## config.mk

```make
export PLATFORM = sky130hd
export DESIGN_NAME = mem_access_stage
export DESIGN_NICKNAME = d
export VERILOG_FILES = /design/src/rtl/mem_stage_pkg.sv /design/src/rtl/mem_lane_align.sv /design/src/rtl/mem_access_stage.sv
export SDC_FILE = /design/constraint.sdc
export NUM_CORES = 1
export LEC_CHECK = 0
export CAP_MARGIN = 20
export CELL_PAD_IN_SITES_DETAIL_PLACEMENT = 0
export CELL_PAD_IN_SITES_GLOBAL_PLACEMENT = 1
export CORE_ASPECT_RATIO = 0.6
export CORE_MARGIN = 2
export CORE_UTILIZATION = 27
export CTS_CLUSTER_DIAMETER = 80
export DETAILED_ROUTE_END_ITERATION = 7
export PLACE_DENSITY = 0.86
export SLEW_MARGIN = 10
export SYNTH_ARGS = -nofsm -noshare
export SYNTH_HDL_FRONTEND = slang
export SYNTH_SLANG_ARGS = --single-unit
```

## constraint.sdc

```tcl
create_clock -name clk -period 2.6 [get_ports clk]
set_clock_uncertainty 0.15 [all_clocks]
set_input_delay 0.65 -clock clk [delete_from_list [all_inputs] [get_ports clk]]
set_output_delay 0.65 -clock clk [all_outputs]
set_load 0.01 [all_outputs]
```

## src/rtl/mem_stage_pkg.sv

```systemverilog
// Shared types and constants for the MEM access stage.
// The SUBWORD_ACCESS_EN macro decides whether the size encodings are honoured.
package mem_stage_pkg;

    typedef enum logic [1:0] {
        ST_IDLE = 2'd0,
        ST_REQ  = 2'd1,
        ST_DONE = 2'd2
    } state_t;

    localparam logic [1:0] SZ_WORD = 2'b00;
    localparam logic [1:0] SZ_HALF = 2'b01;
    localparam logic [1:0] SZ_BYTE = 2'b10;

    localparam logic [3:0] BE_NONE    = 4'b0000;
    localparam logic [3:0] BE_WORD    = 4'b1111;
    localparam logic [3:0] BE_HALF_LO = 4'b0011;
    localparam logic [3:0] BE_HALF_HI = 4'b1100;
    localparam logic [3:0] BE_BYTE0   = 4'b0001;

endpackage

```

## src/rtl/mem_lane_align.sv

```systemverilog
// Combinational lane logic: byte enables, store replication, load extraction/extension.
// With SUBWORD_ACCESS_EN undefined every access is treated as a full word.
module mem_lane_align
    import mem_stage_pkg::*;
(
    input  logic [1:0]  i_size,
    input  logic        i_unsignedLd,
    input  logic [1:0]  i_addrLo,
    input  logic [31:0] i_storeData,
    input  logic [31:0] i_rData,
    output logic [3:0]  o_be,
    output logic [31:0] o_wData,
    output logic [31:0] o_loadData,
    output logic        o_misaligned
);

`ifdef SUBWORD_ACCESS_EN
    logic [31:0] w_shifted;

    // Move the addressed lane down to bit 0 before extension.
    assign w_shifted = i_rData >> {i_addrLo, 3'b000};

    always_comb begin
        o_be         = BE_WORD;
        o_wData      = i_storeData;
        o_loadData   = i_rData;
        o_misaligned = (i_addrLo != 2'b00);
        case (i_size)
            SZ_HALF: begin
                o_be         = i_addrLo[1] ? BE_HALF_HI : BE_HALF_LO;
                o_wData      = {2{i_storeData[15:0]}};
                o_misaligned = i_addrLo[0];
                o_loadData   = i_unsignedLd ? {16'h0000, w_shifted[15:0]}
                                            : {{16{w_shifted[15]}}, w_shifted[15:0]};
            end
            SZ_BYTE: begin
                o_be         = BE_BYTE0 << i_addrLo;
                o_wData      = {4{i_storeData[7:0]}};
                o_misaligned = 1'b0;
                o_loadData   = i_unsignedLd ? {24'h000000, w_shifted[7:0]}
                                            : {{24{w_shifted[7]}}, w_shifted[7:0]};
            end
            default: begin
                o_be         = BE_WORD;
            end
        endcase
    end
`else
    logic w_unusedCfg;

    assign w_unusedCfg  = ^{i_size, i_unsignedLd};
    assign o_be         = BE_WORD;
    assign o_wData      = i_storeData;
    assign o_loadData   = i_rData;
    assign o_misaligned = (i_addrLo != 2'b00);
`endif

endmodule

```

## src/rtl/mem_access_stage.sv

```systemverilog
// MEM pipeline stage: drives a req/ack data-memory port and stalls upstream until done.
// Subword loads/stores are enabled by defining SUBWORD_ACCESS_EN.
module mem_access_stage
    import mem_stage_pkg::*;
#(
    parameter int WAIT_MAX = 15
) (
    input  logic        clk,
    input  logic        rstN,
    input  logic        valid,
    input  logic        memRead,
    input  logic        memWrite,
    input  logic [1:0]  size,
    input  logic        unsignedLd,
    input  logic [31:0] aluResultMem,
    input  logic [31:0] storeData,
    output logic        dmReq,
    output logic        dmWe,
    output logic [31:0] dmAddr,
    output logic [31:0] dmWData,
    output logic [3:0]  dmBe,
    input  logic        dmAck,
    input  logic [31:0] dmRData,
    output logic [31:0] memData,
    output logic        wbWrite,
    output logic        stall,
    output logic        misalign,
    output logic        timeout
);

    localparam int CNT_W = $clog2(WAIT_MAX + 1);
    localparam logic [CNT_W-1:0] CNT_LAST = CNT_W'(WAIT_MAX - 1);

    state_t           r_state;
    logic [CNT_W-1:0] r_waitCnt;
    logic             r_dmReq;
    logic             r_dmWe;
    logic [31:0]      r_dmAddr;
    logic [31:0]      r_dmWData;
    logic [3:0]       r_dmBe;
    logic [31:0]      r_memData;
    logic             r_misalign;
    logic             r_timeout;
    logic [1:0]       r_size;
    logic             r_unsignedLd;
    logic             r_isLoad;

    logic             w_memOp;
    logic             w_inIdle;
    logic             w_start;
    logic [1:0]       w_selSize;
    logic             w_selUns;
    logic [1:0]       w_selAddrLo;
    logic [3:0]       w_be;
    logic [31:0]      w_wData;
    logic [31:0]      w_loadData;
    logic             w_misaligned;

    assign w_memOp  = valid & (memRead | memWrite);
    assign w_inIdle = (r_state == ST_IDLE);

    // Live inputs decide enables in IDLE; the latched access drives extraction afterwards.
    assign w_selSize   = w_inIdle ? size : r_size;
    assign w_selUns    = w_inIdle ? unsignedLd : r_unsignedLd;
    assign w_selAddrLo = w_inIdle ? aluResultMem[1:0] : r_dmAddr[1:0];

    mem_lane_align u_laneAlign (
        .i_size       (w_selSize),
        .i_unsignedLd (w_selUns),
        .i_addrLo     (w_selAddrLo),
        .i_storeData  (storeData),
        .i_rData      (dmRData),
        .o_be         (w_be),
        .o_wData      (w_wData),
        .o_loadData   (w_loadData),
        .o_misaligned (w_misaligned)
    );

    assign w_start = w_inIdle & w_memOp & ~w_misaligned;

    assign stall   = rstN & (w_start | (r_state == ST_REQ));
    assign wbWrite = rstN & ((w_inIdle & valid & ~w_start) | (r_state == ST_DONE));

    assign dmReq    = r_dmReq;
    assign dmWe     = r_dmWe;
    assign dmAddr   = r_dmAddr;
    assign dmWData  = r_dmWData;
    assign dmBe     = r_dmBe;
    assign memData  = r_memData;
    assign misalign = r_misalign;
    assign timeout  = r_timeout;

    always_ff @(posedge clk) begin
        if (!rstN) begin
            r_state      <= ST_IDLE;
            r_waitCnt    <= '0;
            r_dmReq      <= 1'b0;
            r_dmWe       <= 1'b0;
            r_dmAddr     <= 32'h0;
            r_dmWData    <= 32'h0;
            r_dmBe       <= BE_NONE;
            r_memData    <= 32'h0;
            r_misalign   <= 1'b0;
            r_timeout    <= 1'b0;
            r_size       <= SZ_WORD;
            r_unsignedLd <= 1'b0;
            r_isLoad     <= 1'b0;
        end else begin
            r_misalign <= 1'b0;
            r_timeout  <= 1'b0;
            case (r_state)
                ST_IDLE: begin
                    if (w_memOp && w_misaligned) begin
                        r_misalign <= 1'b1;
                        r_memData  <= 32'h0;
                    end else if (w_memOp) begin
                        r_dmReq      <= 1'b1;
                        r_dmWe       <= memWrite;
                        r_dmAddr     <= aluResultMem;
                        r_dmWData    <= w_wData;
                        r_dmBe       <= w_be;
                        r_size       <= size;
                        r_unsignedLd <= unsignedLd;
                        r_isLoad     <= memRead & ~memWrite;
                        r_waitCnt    <= '0;
                        r_state      <= ST_REQ;
                    end
                end
                ST_REQ: begin
                    // An ack on the last allowed cycle still wins over the timeout.
                    if (dmAck) begin
                        r_dmReq   <= 1'b0;
                        r_dmWe    <= 1'b0;
                        r_memData <= r_isLoad ? w_loadData : 32'h0;
                        r_state   <= ST_DONE;
                    end else if (r_waitCnt == CNT_LAST) begin
                        r_dmReq   <= 1'b0;
                        r_dmWe    <= 1'b0;
                        r_memData <= 32'h0;
                        r_timeout <= 1'b1;
                        r_state   <= ST_DONE;
                    end else begin
                        r_waitCnt <= r_waitCnt + CNT_W'(1);
                    end
                end
                ST_DONE: begin
                    r_state <= ST_IDLE;
                end
                default: begin
                    r_state <= ST_IDLE;
                end
            endcase
        end
    end

endmodule

```

==> results of run 1 <==
report_power, final:
part / total (uW) / switching [uW] / leakage (uW) / internal, uW
logic: 382 / 148 / 0.00123 / 234
clock network: 1330 / 621 / 0.000140 / 713
registers: 1700 / 17.7 / 0.000873 / 1690
total: 3420 / 787 / 0.00224 / 2630
tightest hold or removal path, cell delays in order, from the launching register on:
cell	delay [ns]
dfxtp_1	0.31
nand2_1	0.05
a21oi_1	0.05
state kept, by name, indices dropped and copies added (netlist names):
| name | cells |
|---|---|
| r_isLoad | 1 |
| timeout | 1 |
| dmReq | 1 |
| dmAddr | 32 |
| dmWe | 1 |
| dmBe | 1 |
| r_waitCnt | 4 |
| r_state | 2 |
| dmWData | 32 |
| misalign | 1 |
| memData | 32 |
Yosys cell counts:
cell,number,area share
nor2_1,8,0.0081
nor4_1,3,0.0050
and3_1,3,0.0050
nand3b_1,1,0.0020
buf_4,6,0.012
clkbuf_1,11,0.011
o2bb2ai_2,1,0.0040
nand4_1,2,0.0034
o21ai_0,2,0.0027
or2_1,1,0.0017
o31ai_1,3,0.0060
nand2b_4,1,0.0037
and2b_1,1,0.0020
nand2b_1,1,0.0017
or3_1,1,0.0017
nand2_1,128,0.13
ha_1,2,0.0067
a21oi_1,69,0.093
or4_1,1,0.0020
nor3b_1,1,0.0020
inv_2,1,0.0010
dfxtp_1,108,0.58
o21ai_2,1,0.0024
nand3_1,3,0.0040
a31oi_1,3,0.0050
buf_6,1,0.0030
buf_2,15,0.020
inv_1,3,0.0030
a22o_1,32,0.075
nor4_2,1,0.0034
cell type report:
cell class | count | area share
repair buffers | 225 | 0.352
clock inverters | 5 | 0.00693
well taps | 175 | 0.0347
clock buffers | 11 | 0.0400
flip-flops and latches | 108 | 0.342
inverters | 4 | 0.00238
multi-input cells | 269 | 0.222
cells by family after synthesis:
group / share of synthesized area
flops: 0.580
simple gates: 0.175
compound gates: 0.188
buf+inv: 0.0504
fa+ha+maj: 0.00671
metrics by stage:
step,setup slack [ns],hold WS (ns),utilization
after CTS,-0.0801,0.306,0.465
after floorplan,0.0138,0.315,-
after detailed placement,-0.887,0.297,0.443
after global placement,-0.873,0.291,0.442
after global routing,0.000788,0.319,0.465
final,0.0324,0.305,0.465
worst paths after layout:
kind,from,to,slack (ns),cells after the start
max reg2reg,r_waitCnt[0]$_SDFFE_PN0P_,memData[18]$_SDFFE_PN0P_,0.66,7
max,aluResultMem[1],wbWrite,0.03,6
min reg2reg,dmWData[12]$_SDFFE_PN0P_,dmWData[12]$_SDFFE_PN0P_,0.30,2
min,dmWData[12]$_SDFFE_PN0P_,dmWData[12]$_SDFFE_PN0P_,0.30,2
layer usage:
layer	vias up	global-route usage	routed length, um
met5	-	0	0
met4	0	0.0413	97
met3	10	0.0629	1050
met2	140	0.223	4790
met1	1629	0.182	5160
li1	1798	-	-
what timing repair did:
action | CTS | global route
gates cloned | 0 | 0
setup endpoints to repair | 2 | 2
gates resized for setup | 23 | 7
setup buffers | 1 | 0
pin swaps | 5 | 1
==> flow_summary.ini, run 1 <==
[floorplanning]
coreArea_um2 = 13600
ios = 211
die_x_um = 156
start_util = 0.274
die_h_um = 95.0
die_area_um2 = 14800
core.rowCount = 33

[sta]
min_period_over_period = 0.988
setup_viol_count_final = 0
tns_ns = 0
finalMaxSlewViolations = 0
worst_pin_slew_ns = 0.722
hold_viol = 0
max_freq_mhz = 389
period_needed_ns = 2.57
slew_headroom = 0.519
rsz0062_at_grt = no

[layout]
num_antenna_cells = 0
area_growth_pct = 69.5
layoutNonFillerInstCount = 797
multi_input_area_um2 = 1400
nets = 724
final_common_cell = clkdlybuf4s50_1
drive_above_1_share = 0.0804
stdcell_area_um2 = 6320
regArea_um2 = 2160
layout_common_cells = 200 x clkdlybuf4s50_1, 128 x nand2_1, 108 x dfxtp_1, 67 x a21oi_1, 32 x a22o_1
fill_cells = 1286

[worst_setup_path]
slowest_delay_ns = 0.46
start_kind = input pin
required_ns = 1.80
path_buf_inv = 2
cp_slowest_cell = or4_4
worstPathCellList = buf_6, or2_4, or4_4, a21oi_2, nor2_1, buf_2
critPathArrivalTime_ns = 1.77
end_kind = output pin
cp_max_fo = 4
critPathTopFamily = simple AND/OR/NAND/NOR gates
worst-setup-path-type = in -> out

[global_routing]
grt_max_degree = 71
grt_util_all_layers = 0.144
antenna_found_initial = 0
grt_pass1_wl_mm = 16.8
grt-ovfl-total = 0
first_global_vias = 3399

[logic_synthesis]
syn_inst = 414
ys.warnings.count = 0
syn-cell-area_um2 = 3730
ys_seq_elements = 108
ys_seq_area_frac = 0.580
syn_avg_cell_area_um2 = 9.00
synth_nets = 521
yosysUniqueCellTypes = 30

[clock_network]
cts_max_path_buffers = 2
clock-sinks = 108
clk_pin_slew_ns = 0.06
h-tree-depth = 3
cts_root_buffer = clkbuf_16
hold_buffers = 0
cts_tree = done
cts_buffers = 9
clkLatencyLatePin_ns = 0.34

[place]
dpl_cell_area_um2 = 6020
placedCellCount = 780
gp_congestion = 0.753
io_buffers = 207
dp_hpwl_mm = 8.10

[run]
maxCapViolations = 0

[power_and_ir_drop]
p_leak_uw = 0.00224
power.total_uw = 3420
cellPowerDensity_nw_per_um2 = 541
vdd_drop_max_mv = 0.252

[routing]
vias = 3577
post-route-drc-count = 0
viasPerCell = 4.49
drt_wl_total_mm = 11.1
wl_per_cell_um = 13.9
drtIter0Drc = 98
drt_pass1_iterations = 4
drtAntennaViolNets = 0

[hold_path]
holdCritPathClass = reg -> reg

[status]
status = finished, final reports clean
Note: power is estimated with default switching activity, not from simulation.
==> run 2, diff against run 1 <==
- CORE_ASPECT_RATIO: 0.6 -> 0.75
- CTS_BUF_LIST: default -> sky130_fd_sc_hd__clkbuf_16
==> flow_summary.ini, run 2 (synthesis results as in run 1) <==
[layout]
layout_common_cells = 200 x clkdlybuf4s50_1, 128 x nand2_1, 108 x dfxtp_1, 68 x a21oi_1, 32 x a22o_1
final_common_cell = clkdlybuf4s50_1
stdcell_area_um2 = 6300
layoutNonFillerInstCount = 795
area_growth_pct = 69.0
num_antenna_cells = 0
nets = 722
drive_above_1_share = 0.0742
final_core_util = 0.463

[global_routing]
first_global_vias = 3616
top_usage_layer = met2
grtUsageMet2 = 0.247
grt_util_all_layers = 0.153
antenna_found_initial = 0
grt_max_degree = 71
grtUsageMet1 = 0.199
grt-ovfl-total = 0
grt_pass1_wl_mm = 18.4
met3_usage = 0.0522

[worst_setup_path]
start_kind = input pin
slowest_delay_ns = 0.47
critPathArrivalTime_ns = 1.79
cp_max_fo = 3
r2r_end = memData[24]$_SDFFE_PN0P_
reg2reg_depth = 7
worst-setup-path-type = in -> out
ff2ff_setup_slack_ns = 0.59
required_ns = 1.80
end_kind = output pin
path_buf_inv = 2
timing.rr.start = r_waitCnt[0]$_SDFFE_PN0P_
worstPathCellList = buf_6, or2_4, or4_4, a21oi_2, nor2_1, buf_2
cp_slowest_cell = or4_4
critPathTopFamily = simple AND/OR/NAND/NOR gates

[routing]
drt_pass1_iterations = 5
drtAntennaViolNets = 0
post-route-drc-count = 0
vias = 3631
wl_per_cell_um = 14.7
viasPerCell = 4.57
drtIter0Drc = 167
drt_wl_total_mm = 11.7

[place]
dpl_cell_area_um2 = 6000
placedCellCount = 777
dp_slack_ns = -0.955
dp_hpwl_mm = 8.32
gp_congestion = 0.786
io_buffers = 207

[sta]
rsz0062_at_grt = yes
setup_viol_count_final = 0
hold_viol = 0
slew_headroom = 0.510
setup_ws_ns = 0.00564
tns_ns = 0
worst_pin_slew_ns = 0.736
max_freq_mhz = 385
min_period_over_period = 0.998
finalMaxSlewViolations = 0
period_needed_ns = 2.59

[clock_network]
cts_root_buffer = clkbuf_16
clk_pin_slew_ns = 0.07
cts_max_path_buffers = 2
clkLatencyLatePin_ns = 0.33
clock-sinks = 108
cts_buffers = 9
cts_tree = done
h-tree-depth = 3

[hold_path]
holdCritPathClass = reg -> reg
min_from = dmAddr[8]$_SDFFE_PN0P_
hold_depth = 2
hold_end = dmAddr[8]$_SDFFE_PN0P_

[floorplanning]
ios = 211
core.rowCount = 37
die_h_um = 106
die_x_um = 140
start_util = 0.274
die_area_um2 = 14800
coreArea_um2 = 13600

[status]
status = finished, final reports clean

[power_and_ir_drop]
p_leak_uw = 0.00223
cellPowerDensity_nw_per_um2 = 548
vdd_drop_max_mv = 0.320

[run]
maxCapViolations = 0
[run 2: stage by stage]
step | hold slack [ns] | total power [uW]
5_1_grt | 0.324 | 3610
3_3_place_gp | 0.291 | 2120
6_report | 0.307 | 3450
4_1_cts | 0.310 | 3510
3_5_place_dp | 0.299 | 2130
2_1_floorplan | 0.315 | 1860
[run 2: worst max path at each step]
stage                          startpoint       to  depth (start not counted)
final                     aluResultMem[1]  wbWrite                          6
after global routing      aluResultMem[1]  wbWrite                          6
after CTS                 aluResultMem[1]  wbWrite                          6
after detailed placement         memWrite    stall                          5
after global placement           memWrite    stall                          5
after floorplan           aluResultMem[0]    stall                          5
[run 2: timing repair]
item	4_1_cts	5_1_grt
gates resized for setup	24	4
setup buffers	2	0
pin swaps	4	1
setup endpoints to repair	2	2
hold buffers	0	0
[run 2: tightest hold or removal path, cell delays in order, from the launching register on]
cell,delay [ns]
dfxtp_1,0.31
nand2_1,0.05
a21oi_1,0.05
[run 2: power breakdown]
part,internal (uW),switching [uW]
combinational,231,152
sequential,1690,17.9
clock,751,615
total,2670,785
[run 2: metal layers]
| layer | up-vias | wire length (um) | share of wire |
|---|---|---|---|
| li1 | 1797 | - | - |
| met4 | 0 | 102 | 0.0087 |
| met5 | - | 0 | 0 |
| met2 | 122 | 5350 | 0.46 |
| met3 | 7 | 845 | 0.072 |
| met1 | 1705 | 5400 | 0.46 |
[run 2: area by class of cell]
type / count / area (um^2)
fill: 1315 / 7310
timing repair buffer: 223 / 2210
sequential: 108 / 2160
multi-input combinational: 269 / 1400
clock buffer: 9 / 225
tap: 175 / 219
clock inverter: 7 / 72.6
inverter: 4 / 15.0
